$ cat src/rtl/ps2_pkg.sv
// Shared definitions for the PS/2 Set-2 key event decoder: byte codes,
// decoder states and the queued key event record.
package ps2_pkg;

    localparam logic [7:0] CODE_BREAK     = 8'hF0;
    localparam logic [7:0] CODE_EXT       = 8'hE0;
    localparam logic [7:0] CODE_PAUSE     = 8'hE1;

    localparam logic [7:0] CODE_LSHIFT    = 8'h12;
    localparam logic [7:0] CODE_RSHIFT    = 8'h59;
    localparam logic [7:0] CODE_LCTRL     = 8'h14;
    localparam logic [7:0] CODE_RCTRL     = 8'h14;
    localparam logic [7:0] CODE_LALT      = 8'h11;
    localparam logic [7:0] CODE_RALT      = 8'h11;
    localparam logic [7:0] CODE_CAPS      = 8'h58;
    localparam logic [7:0] CODE_PAUSE_KEY = 8'h77;

    localparam logic [7:0] CODE_BAT       = 8'hAA;
    localparam logic [7:0] CODE_ACK       = 8'hFA;
    localparam logic [7:0] CODE_RESEND    = 8'hFE;
    localparam logic [7:0] CODE_ECHO      = 8'hEE;
    localparam logic [7:0] CODE_ERR0      = 8'h00;
    localparam logic [7:0] CODE_ERR1      = 8'hFF;

    // Bytes that follow E1 in the Pause make sequence.
    localparam logic [2:0] PAUSE_SKIP_LEN = 3'd7;

    typedef enum logic [2:0] {
        IDLE,
        EXT,
        BRK,
        EXT_BRK,
        SKIP
    } ps2_state_t;

    typedef struct packed {
        logic       ext;
        logic       rel;
        logic [3:0] mods;
        logic [7:0] code;
    } key_evt_t;

    localparam int KEY_EVT_W = $bits(key_evt_t);

    function automatic logic is_reply(input logic [7:0] b);
        return (b == CODE_BAT) || (b == CODE_ACK) || (b == CODE_RESEND) ||
               (b == CODE_ECHO) || (b == CODE_ERR0) || (b == CODE_ERR1);
    endfunction

    // Held-key bit order: lshift, rshift, lctrl, rctrl, lalt, ralt.
    function automatic logic [5:0] mod_mask(input logic ext, input logic [7:0] code);
        logic [5:0] m;
        m    = '0;
        m[0] = !ext && (code == CODE_LSHIFT);
        m[1] = !ext && (code == CODE_RSHIFT);
        m[2] = !ext && (code == CODE_LCTRL);
        m[3] =  ext && (code == CODE_RCTRL);
        m[4] = !ext && (code == CODE_LALT);
        m[5] =  ext && (code == CODE_RALT);
        return m;
    endfunction

endpackage

$ cat src/rtl/key_event_fifo.sv
// First-word-fall-through event queue with valid/ready pop side.
// A push while full is accepted only when a pop happens in the same cycle.
module key_event_fifo #(
    parameter int DEPTH = 8,
    parameter int WIDTH = 14,
    localparam int AW = $clog2(DEPTH)
) (
    input  logic             clk,
    input  logic             reset,
    input  logic             push,
    input  logic [WIDTH-1:0] push_data,
    input  logic             ready,
    output logic             valid,
    output logic [WIDTH-1:0] data,
    output logic [AW:0]      level,
    output logic             full
);

    logic [WIDTH-1:0] mem [DEPTH];
    logic [AW-1:0]    wr_ptr;
    logic [AW-1:0]    rd_ptr;
    logic [AW:0]      count;
    logic             pop;
    logic             accept;

    assign valid  = (count != '0);
    assign full   = (count == (AW+1)'(DEPTH));
    assign pop    = valid && ready;
    assign accept = push && (!full || pop);
    assign level  = count;
    assign data   = valid ? mem[rd_ptr] : '0;

    always_ff @(posedge clk or posedge reset) begin
        if (reset) begin
            wr_ptr <= '0;
            rd_ptr <= '0;
            count  <= '0;
        end else begin
            if (accept) begin
                wr_ptr <= wr_ptr + AW'(1);
            end
            if (pop) begin
                rd_ptr <= rd_ptr + AW'(1);
            end
            case ({accept, pop})
                2'b10:   count <= count + (AW+1)'(1);
                2'b01:   count <= count - (AW+1)'(1);
                default: count <= count;
            endcase
        end
    end

    // Storage carries no reset; the output is masked while empty.
    always_ff @(posedge clk) begin
        if (accept) begin
            mem[wr_ptr] <= push_data;
        end
    end

endmodule

$ cat src/rtl/ps2_key_event_decoder.sv
// Turns raw PS/2 Set-2 bytes into key events with modifier/caps tracking
// and typematic repeat suppression, queued for the host interface.
//
// state   | meaning
// IDLE    | waiting for the first byte of a sequence
// EXT     | E0 seen
// BRK     | F0 seen
// EXT_BRK | E0 F0 seen
// SKIP    | swallowing the remainder of the E1 Pause sequence
module ps2_key_event_decoder
    import ps2_pkg::*;
#(
    parameter int FIFO_DEPTH       = 8,
    parameter int REPORT_RELEASE   = 1,
    parameter int REPORT_MODIFIERS = 0,
    parameter int SUPPRESS_REPEAT  = 1
) (
    input  logic                          clk,
    input  logic                          reset,
    input  logic [7:0]                    scan_in,
    input  logic                          scan_valid,
    input  logic                          evt_ready,
    input  logic                          ovf_clr,
    output logic                          evt_valid,
    output logic [7:0]                    evt_code,
    output logic                          evt_ext,
    output logic                          evt_release,
    output logic [3:0]                    evt_mods,
    output logic [$clog2(FIFO_DEPTH):0]   fifo_level,
    output logic                          overflow,
    output logic                          caps_led
);

    ps2_state_t state, state_n;
    logic [2:0] skip_cnt, skip_n;
    logic [5:0] held, held_n;
    logic       caps, caps_n;
    logic [8:0] last_make, last_n;

    logic       key_valid;
    logic       key_ext;
    logic       key_rel;
    logic       pause_done;

    logic       push;
    key_evt_t   push_evt;
    key_evt_t   head;
    logic [KEY_EVT_W-1:0] head_bits;
    logic       fifo_full;
    logic       drop;

    always_comb begin
        state_n    = state;
        skip_n     = skip_cnt;
        key_valid  = 1'b0;
        key_ext    = 1'b0;
        key_rel    = 1'b0;
        pause_done = 1'b0;
        if (scan_valid) begin
            case (state)
                IDLE: begin
                    if (scan_in == CODE_EXT) begin
                        state_n = EXT;
                    end else if (scan_in == CODE_BREAK) begin
                        state_n = BRK;
                    end else if (scan_in == CODE_PAUSE) begin
                        state_n = SKIP;
                        skip_n  = PAUSE_SKIP_LEN;
                    end else if (!is_reply(scan_in)) begin
                        key_valid = 1'b1;
                    end
                end
                EXT: begin
                    if (scan_in == CODE_BREAK) begin
                        state_n = EXT_BRK;
                    end else begin
                        key_valid = 1'b1;
                        key_ext   = 1'b1;
                        state_n   = IDLE;
                    end
                end
                BRK: begin
                    key_valid = 1'b1;
                    key_rel   = 1'b1;
                    state_n   = IDLE;
                end
                EXT_BRK: begin
                    key_valid = 1'b1;
                    key_ext   = 1'b1;
                    key_rel   = 1'b1;
                    state_n   = IDLE;
                end
                SKIP: begin
                    skip_n = skip_cnt - 3'd1;
                    if (skip_cnt == 3'd1) begin
                        pause_done = 1'b1;
                        state_n    = IDLE;
                    end
                end
                default: state_n = IDLE;
            endcase
        end
    end

    logic [5:0] key_mods;
    logic [8:0] key_id;
    logic       is_mod;
    logic       is_fake;

    assign key_mods = mod_mask(key_ext, scan_in);
    assign key_id   = {key_ext, scan_in};
    assign is_mod   = |key_mods;
    assign is_fake  = key_ext && ((scan_in == CODE_LSHIFT) || (scan_in == CODE_RSHIFT));

    // Pause bypasses repeat tracking: it has no break to clear last_make.
    always_comb begin
        held_n   = held;
        caps_n   = caps;
        last_n   = last_make;
        push     = 1'b0;
        push_evt = '0;
        if (pause_done) begin
            push = 1'b1;
        end else if (key_valid && !is_fake) begin
            if (!key_rel) begin
                if (!((SUPPRESS_REPEAT != 0) && (key_id == last_make))) begin
                    last_n = key_id;
                    held_n = held | key_mods;
                    if (key_id == {1'b0, CODE_CAPS}) begin
                        caps_n = !caps;
                    end
                    push = !is_mod || (REPORT_MODIFIERS != 0);
                end
            end else begin
                held_n = held & ~key_mods;
                if (key_id == last_make) begin
                    last_n = '0;
                end
                push = (REPORT_RELEASE != 0) && (!is_mod || (REPORT_MODIFIERS != 0));
            end
        end
        push_evt.ext  = pause_done ? 1'b1 : key_ext;
        push_evt.rel  = pause_done ? 1'b0 : key_rel;
        push_evt.code = pause_done ? CODE_PAUSE_KEY : scan_in;
        push_evt.mods = {caps_n, held_n[4] | held_n[5], held_n[2] | held_n[3],
                         held_n[0] | held_n[1]};
    end

    always_ff @(posedge clk or posedge reset) begin
        if (reset) begin
            state <= IDLE;
        end else begin
            state <= state_n;
        end
    end

    assign drop = push && fifo_full && !(evt_valid && evt_ready);

    always_ff @(posedge clk or posedge reset) begin
        if (reset) begin
            skip_cnt  <= '0;
            held      <= '0;
            caps      <= 1'b0;
            last_make <= '0;
            overflow  <= 1'b0;
        end else begin
            skip_cnt  <= skip_n;
            held      <= held_n;
            caps      <= caps_n;
            last_make <= last_n;
            if (drop) begin
                overflow <= 1'b1;
            end else if (ovf_clr) begin
                overflow <= 1'b0;
            end
        end
    end

    key_event_fifo #(
        .DEPTH (FIFO_DEPTH),
        .WIDTH (KEY_EVT_W)
    ) u_fifo (
        .clk       (clk),
        .reset     (reset),
        .push      (push),
        .push_data (push_evt),
        .ready     (evt_ready),
        .valid     (evt_valid),
        .data      (head_bits),
        .level     (fifo_level),
        .full      (fifo_full)
    );

    assign head        = key_evt_t'(head_bits);
    assign evt_code    = head.code;
    assign evt_ext     = head.ext;
    assign evt_release = head.rel;
    assign evt_mods    = head.mods;
    assign caps_led    = caps;

endmodule

$ cat config.mk
export PLATFORM = sky130hd
export DESIGN_NAME = ps2_key_event_decoder
export DESIGN_NICKNAME = d
export VERILOG_FILES = /design/src/rtl/ps2_pkg.sv /design/src/rtl/key_event_fifo.sv /design/src/rtl/ps2_key_event_decoder.sv
export SDC_FILE = /design/constraint.sdc
export NUM_CORES = 1
export LEC_CHECK = 0
export CAP_MARGIN = 30
export CORE_ASPECT_RATIO = 1.25
export CORE_UTILIZATION = 30
export CTS_CLUSTER_SIZE = 8
export DETAILED_ROUTE_END_ITERATION = 8
export PLACE_DENSITY = 0.58
export SETUP_SLACK_MARGIN = 0.05
export SLEW_MARGIN = 20
export SYNTH_ARGS = -nofsm -noshare
export SYNTH_HDL_FRONTEND = slang
export SYNTH_SLANG_ARGS = --single-unit
$ cat constraint.sdc
create_clock -name clk -period 3.4 [get_ports clk]
set_input_delay 0.51 -clock clk [delete_from_list [all_inputs] [get_ports clk]]
set_output_delay 0.51 -clock clk [all_outputs]
set_load 0.005 [all_outputs]
**Word-level counts from Yosys, hierarchy flattened**

Memory sizes are Yosys's and may differ from the RTL's.
Cells that the tools add are included.

- Register bits: 33
- RAM bits: 112
- Word-level logic and storage cells: 136
- Memories: 1

Memory list:

| memory | words | bits a word | rd ports | clocked after Yosys merged registers in | write ports | RTL line | text |
|---|---|---|---|---|---|---|---|
| u_fifo.mem | 8 | 14 | 1 | 0 | 1 | key_event_fifo.sv:19 | `logic [WIDTH-1:0] mem [DEPTH];` |

- $add $sub $neg: 5
- Equal/unequal tests: 29
- Multiplexer cells: 49
- Bitwise logic cells: 7
- Reductions and logical operators: 36

Operators by type and width:

| cell | number |
|---|---|
| 8-bit == test, second input constant | 8 |
| 1-bit 2-to-1 mux | 27 |
| 9-bit 2-to-1 mux | 3 |
| 8-bit by 5-bit == test with 1-bit output, second input constant | 3 |
| 6-bit 2-to-1 mux | 4 |
| 3-bit 2-to-1 mux | 7 |
| 14-bit 2-to-1 mux | 1 |
| 1-bit logical AND | 12 |
| 2-bit != test, second input constant | 5 |
| 9-bit by 7-bit == test with 1-bit output, second input constant | 1 |
| 9-bit == test | 1 |
| 3-bit one-hot mux with 3 select lines | 1 |
| 8-bit by 7-bit == test with 1-bit output, second input constant | 1 |
| 8-bit logical NOT | 1 |
| 8-bit 2-to-1 mux | 1 |
| 4-bit one-hot mux with 2 select lines | 1 |
| 1-bit logical OR | 7 |
| 3-bit by 1-bit adder with 3-bit output, second input constant | 2 |
| 6-bit AND | 1 |
| 3-bit by 1-bit == test with 1-bit output, second input constant | 2 |
| 3-bit by 2-bit == test with 1-bit output, second input constant | 2 |
| 1-bit logical NOT | 6 |
| 6-bit NOT | 1 |
| 6-bit OR | 1 |
| 23 further kinds | 27 |

**Logic depth before layout (Yosys ltp)**

- Depth in word-level cells: 18
- Mapped depth: 14
- Mapped depth without buffers: 14

**Hierarchy**

Synthesis repeated with hierarchy kept, for this count alone.

- Cells, all modules: 444
- Area total of the unflattened synthesis: 6643.9 um^2

By module, submodules not included:

| module | instances | cells each | area each (um^2) | seq. area each (um^2) |
|---|---|---|---|---|
| key_event_fifo | 1 | 249 | 4934.7 | 3613.5 |
| ps2_key_event_decoder | 1 | 195 | 1709.1 | 575.6 |

**Worst setup path before layout**

No wires, ideal clock.

- Path kind: input-to-reg
- From: in scan_in[1]
- To: mem u_fifo.mem[0][0] (enable)
- Library setup time: 0.421 ns
- Arrival: 3.351 ns
- Required time: 2.979 ns
- Setup slack: -0.372 ns
- Cell stages on the path: 8
- Buffers on the path: 1
- Cells stage by stage: buf_6 > nor4_2 > nand2_1 > o311ai_2 > nor3_2 > o31ai_4 > nand2_1 > nor4_1

- Longest elaborated chain between the ends: 18
- Elaborated cells on any way between the ends: 48
- Those cells by class: eq/ne (13); mux (15); reduce/logical (20)

Ends and longest elaborated chain:

| item | RTL line | text |
|---|---|---|
| start, declared | ps2_key_event_decoder.sv:20 | `input logic [7:0] scan_in,` |
| 8-bit == test | ps2_pkg.sv:46 | `return (b == CODE_BAT) \|\| (b == CODE_ACK) \|\| (b == CODE_RESEND) \|\|` |
| 1-bit logical OR (3 in series) | ps2_pkg.sv:46 |  |
| 1-bit logical OR (2 in series) | ps2_pkg.sv:47 | `(b == CODE_ECHO) \|\| (b == CODE_ERR0) \|\| (b == CODE_ERR1);` |
| 1-bit 2-to-1 mux | ps2_key_event_decoder.sv:69 | `end else if (!is_reply(scan_in)) begin` |
| 1-bit 2-to-1 mux | ps2_key_event_decoder.sv:66 | `end else if (scan_in == CODE_PAUSE) begin` |
| 1-bit 2-to-1 mux | ps2_key_event_decoder.sv:64 | `end else if (scan_in == CODE_BREAK) begin` |
| 1-bit 2-to-1 mux | ps2_key_event_decoder.sv:62 | `if (scan_in == CODE_EXT) begin` |
| 1-bit one-hot mux with 3 select lines | ps2_key_event_decoder.sv:60 | `case (state)` |
| 1-bit 2-to-1 mux | ps2_key_event_decoder.sv:59 | `if (scan_valid) begin` |
| 1-bit logical AND | ps2_key_event_decoder.sv:124 | `end else if (key_valid && !is_fake) begin` |
| 1-bit 2-to-1 mux (*) | ps2_key_event_decoder.sv:124 |  |
| 1-bit 2-to-1 mux (*) | ps2_key_event_decoder.sv:122 | `if (pause_done) begin` |
| 1-bit logical AND (*) | key_event_fifo.sv:29 | `assign accept = push && (!full \|\| pop);` |
| 1-bit 2-to-1 mux (*) | key_event_fifo.sv:55 | `if (accept) begin` |
| 1-bit 2-to-1 mux (implied by the code) (*) | key_event_fifo.sv:56 | `mem[wr_ptr] <= push_data;` |
| end, declared | key_event_fifo.sv:19 |  |

Every way passes the cells marked *; elsewhere a longest branch is shown, timed or not.

**Worst setup path in the final report**

- From: in scan_in[0]
- To: reg u_fifo.count[3], in the netlist u_fifo.level[3]

- Longest elaborated chain between the ends: 18
- Elaborated cells on any way between the ends: 50
- Those cells by class: eq/ne (15); mux (14); reduce/logical (21)

Ends and longest elaborated chain:

| item | RTL line | text |
|---|---|---|
| 8-bit == test | ps2_pkg.sv:46 |  |
| 1-bit logical OR (3 in series) | ps2_pkg.sv:46 |  |
| 1-bit logical OR (2 in series) | ps2_pkg.sv:47 |  |
| 1-bit 2-to-1 mux | ps2_key_event_decoder.sv:69 |  |
| 1-bit 2-to-1 mux | ps2_key_event_decoder.sv:66 |  |
| 1-bit 2-to-1 mux | ps2_key_event_decoder.sv:64 |  |
| 1-bit 2-to-1 mux | ps2_key_event_decoder.sv:62 |  |
| 1-bit one-hot mux with 3 select lines | ps2_key_event_decoder.sv:60 |  |
| 1-bit 2-to-1 mux | ps2_key_event_decoder.sv:59 |  |
| 1-bit logical AND | ps2_key_event_decoder.sv:124 |  |
| 1-bit 2-to-1 mux (*) | ps2_key_event_decoder.sv:124 |  |
| 1-bit 2-to-1 mux (*) | ps2_key_event_decoder.sv:122 |  |
| 1-bit logical AND (*) | key_event_fifo.sv:29 |  |
| 2-bit by 1-bit == test with 1-bit output / 2-bit == test (equally long branches) | key_event_fifo.sv:45 | `case ({accept, pop})` |
| 4-bit one-hot mux with 2 select lines / 2-bit nonzero test (equally long branches) | -- |  |
| end signal, assigned | key_event_fifo.sv:46 | `2'b10: count <= count + (AW+1)'(1);` |
| end signal, assigned | key_event_fifo.sv:47 | `2'b01: count <= count - (AW+1)'(1);` |
| end signal, assigned | key_event_fifo.sv:48 | `default: count <= count;` |
| end, declared | key_event_fifo.sv:22 | `logic [AW:0] count;` |

Marks and branches as above.
A chain may end at the register's enable or synchronous reset.

==> impl_metrics.json <==
{
  "status": "finished, final reports clean",
  "r2r_end": "u_fifo.level[3]",
  "drv_cap": 0,
  "synthCells": 428,
  "cts_resized": 0,
  "grt_max_degree": 34,
  "clk_path_buf_depth": 2,
  "async_flop_share_pct": 22.76,
  "numCtsBuffers": 17,
  "clk_latency_ns": 0.41,
  "overflow": 0,
  "ys_types": 61,
  "rows": 59,
  "period_minus_slack_ns": 3.066,
  "drc": 0,
  "n_antenna_cell": 0,
  "clkPwrFrac_pct": 26.4,
  "worstSetupStartpointType": "input pin",
  "routed_via_density": 4.734,
  "ff2ff_setup_slack_ns": 0.56,
  "num-nets-final": 530,
  "cp_slowest_stage_delay_ns": 0.48,
  "cts_setup_buffers": 0,
  "syn-cell-area_sq_um": 6500,
  "h-tree-depth": 4,
  "p_sw_w": 0.001871,
  "synth_ff_type": "edfxtp_1",
  "antenna_found_initial": 0,
  "die_x_um": 133.7,
  "setup-tns-final_ns": 0,
  "cts_tree": "done",
  "multi_input_area_sq_um": 2137,
  "grt_pass1_wl_um": 21740,
  "vias": 3773,
  "worst-path-max-fanout": 6,
  "intPower_w": 0.004437,
  "synth_top_area_share_pct": 51.74,
  "grtUsageTotal_pct": 12.85,
  "avgSynthCellArea_sq_um": 15.19,
  "hold_violations": 0,
  "die_area_sq_um": 22260,
  "regArea_sq_um": 4190,
  "ys_seq_area_share_pct": 64.45,
  "gp_congestion": 0.8449,
  "path_class": "input pin to flop",
  "drt_wl_total_um": 13170,
  "vdd_ir_drop_max_mv": 0.2988,
  "fin_util_pct": 38.60,
  "final_common_cell": "edfxtp_1",
  "grt_pass1_vias": 4149,
  "pwr-share-comb_pct": 34.6,
  "cp-startpoint": "scan_in[0]",
  "slew_violations": 0,
  "synth_nets": 448,
  "area_delta_synth_final_pct": 24.95,
  "io_buffers": 33,
  "seqPwrFrac_pct": 39.0,
  "fillCellCount": 1955,
  "layout_common_cells": "112 x edfxtp_1, 45 x buf_4, 33 x clkdlybuf4s50_1",
  "critPathSlowestCell": "clkdlybuf4s50_1",
  "start_util_pct": 30.90,
  "drive_above_1_share_pct": 26.39,
  "core_sq_um": 21040,
  "crit_required_ns": 3.69,
  "cts.sinks": 145,
  "swShare_pct": 29.66,
  "clk_pin_slew_ns": 0.06,
  "endpoint": "u_fifo.level[3]",
  "antenna_left": 0,
  "die_h_um": 166.6,
  "cts_root_buf": "clkbuf_16",
  "yosysTopAreaCell": "edfxtp_1",
  "synth_edf_count": 112,
  "path_cells": "clkdlybuf4s50_1 -> buf_4 -> xor2_1 -> nor4_1 -> nand2_1 -> nor3_2 -> o31ai_4 -> or2_4 -> inv_2 -> ha_1 -> a21o_1 -> a21o_1 -> nand2_1 -> o22ai_2 -> xor2_1",
  "setup_viol": 0,
  "end_kind": "flop",
  "final_cell_area_sq_um": 8122,
  "r2r_start": "state[0]",
  "cp.arrival_ns": 3.35,
  "hold_path.class": "flop to flop",
  "cellPowerDensity_nw_per_um2": 776.7,
  "wl_per_cell_um": 16.52,
  "cts_hold_buffers": 0,
  "max_freq_ghz": 0.3262,
  "holdCritStartpoint": "held[4]",
  "fin_skew_ns": 0.007280,
  "r2r_cells": 13,
  "ioPinCount": 34,
  "grt_setup_unrepaired": "false",
  "cellLeakagePower_nw": 2.991,
  "dr.first_iter.drc_count": 238,
  "synth_area_leaders": "edfxtp_1 52%, dfrtp_1 13%, mux4_2 9.7%, mux2i_1 2.6%, xor2_1 1.8%",
  "max_slew_margin_pct": 58.63,
  "hpwl_um": 9069,
  "place_area_sq_um": 7589,
  "ys_ff_latch": 145,
  "worst_pin_slew_ns": 0.6148,
  "ys_warn_count": 0,
  "fin_crit_sh_pct": 90.18,
  "first_pass_iters": 4
}
==> critical path, delay by kind of cell <==
kind,cells,cell delay (ns)
adder cells (fa/ha/maj),1,0.21
XOR/XNOR,2,0.30
buffers and inverters,3,0.73
AO/OA/AOI/OAI,4,0.57
AND/OR/NAND/NOR,5,1.02
==> flip-flops by register name, summed over array words and instances, names as in the netlist <==
name           cells
overflow           1
state              3
u_fifo.rd_ptr      3
u_fifo.wr_ptr      3
caps_led           1
held               6
u_fifo.mem       112
u_fifo.level       4
skip_cnt           3
last_make          9
==> per-layer routing <==
metal	GRT usage, %	vias to the layer above	share of wire, %
met5	0	-	0
met4	5.583	0	1.0
met3	2.161	11	2.7
met2	23.10	57	54
met1	14.89	1905	42
li1	-	1800	-
==> how the worst min path moves through the flow <==
stage / cells after the start / to / slack, ns
after CTS: 1 / held[4] / 0.49
after floorplan: 1 / skip_cnt[2] / 0.45
after global placement: 1 / held[3] / 0.47
after global routing: 1 / held[4] / 0.51
final: 1 / held[4] / 0.49
after detailed placement: 1 / held[4] / 0.48
==> through the flow <==
step / hold slack, ns / instances / setup slack (ns) / total power (W)
2_1_floorplan: 0.4497 / 428 / 0.09219 / 0.003775
4_1_cts: 0.4898 / 797 / 0.2711 / 0.006428
3_5_place_dp: 0.4763 / 765 / -0.1351 / 0.004750
6_report: 0.4887 / 797 / 0.3340 / 0.006308
3_3_place_gp: 0.4680 / 765 / -0.02513 / 0.004693
5_1_grt: 0.5118 / 797 / 0.1397 / 0.006711
==> power by group through the flow <==
stage / Clock (W) / Sequential [W] / Combinational, W
6_report: 0.00167 / 0.00246 / 0.00218
5_1_grt: 0.00178 / 0.00251 / 0.00242
4_1_cts: 0.00171 / 0.00247 / 0.00225
3_5_place_dp: 0 / 0.00250 / 0.00224
3_3_place_gp: 0 / 0.00248 / 0.00221
2_1_floorplan: 0 / 0.00239 / 0.00138
==> area by class of cell <==
type,count,area share [%]
tap,274,4.221
timing repair buffer,86,10.20
multi-input combinational,236,26.31
inverter,24,1.109
clock buffer,20,5.377
sequential,145,51.59
clock inverter,12,1.186
==> cell families (layout without fill, tap and decap cells) <==
logic type	count (synthesis)	in the layout	share of synthesized area [%]
multiplexers	47	47	12.67
AO/OA/AOI/OAI	46	46	5.332
XOR/XNOR	17	17	2.291
buffers and inverters	47	142	3.176
adder cells (fa/ha/maj)	7	7	1.463
flip-flops	145	145	64.45
AND/OR/NAND/NOR	119	119	10.63
==> cell usage after synthesis, drive strengths merged (3+ instances only) <==
cell,instances
nand2,21
buf,14
ha,6
edfxtp,112
o21ai,16
and2,3
nor2b,6
nor3,11
nand2b,8
a21o,3
xnor2,4
nor4b,5
o22ai,5
xor2,13
nand3,16
mux4,28
o22a,4
clkbuf,9
inv,24
a21oi,6
nor4,9
nand3b,3
or2,3
dfrtp,33
nor2,24
mux2i,17
No activity file was read; power rests on OpenSTA's default activity.
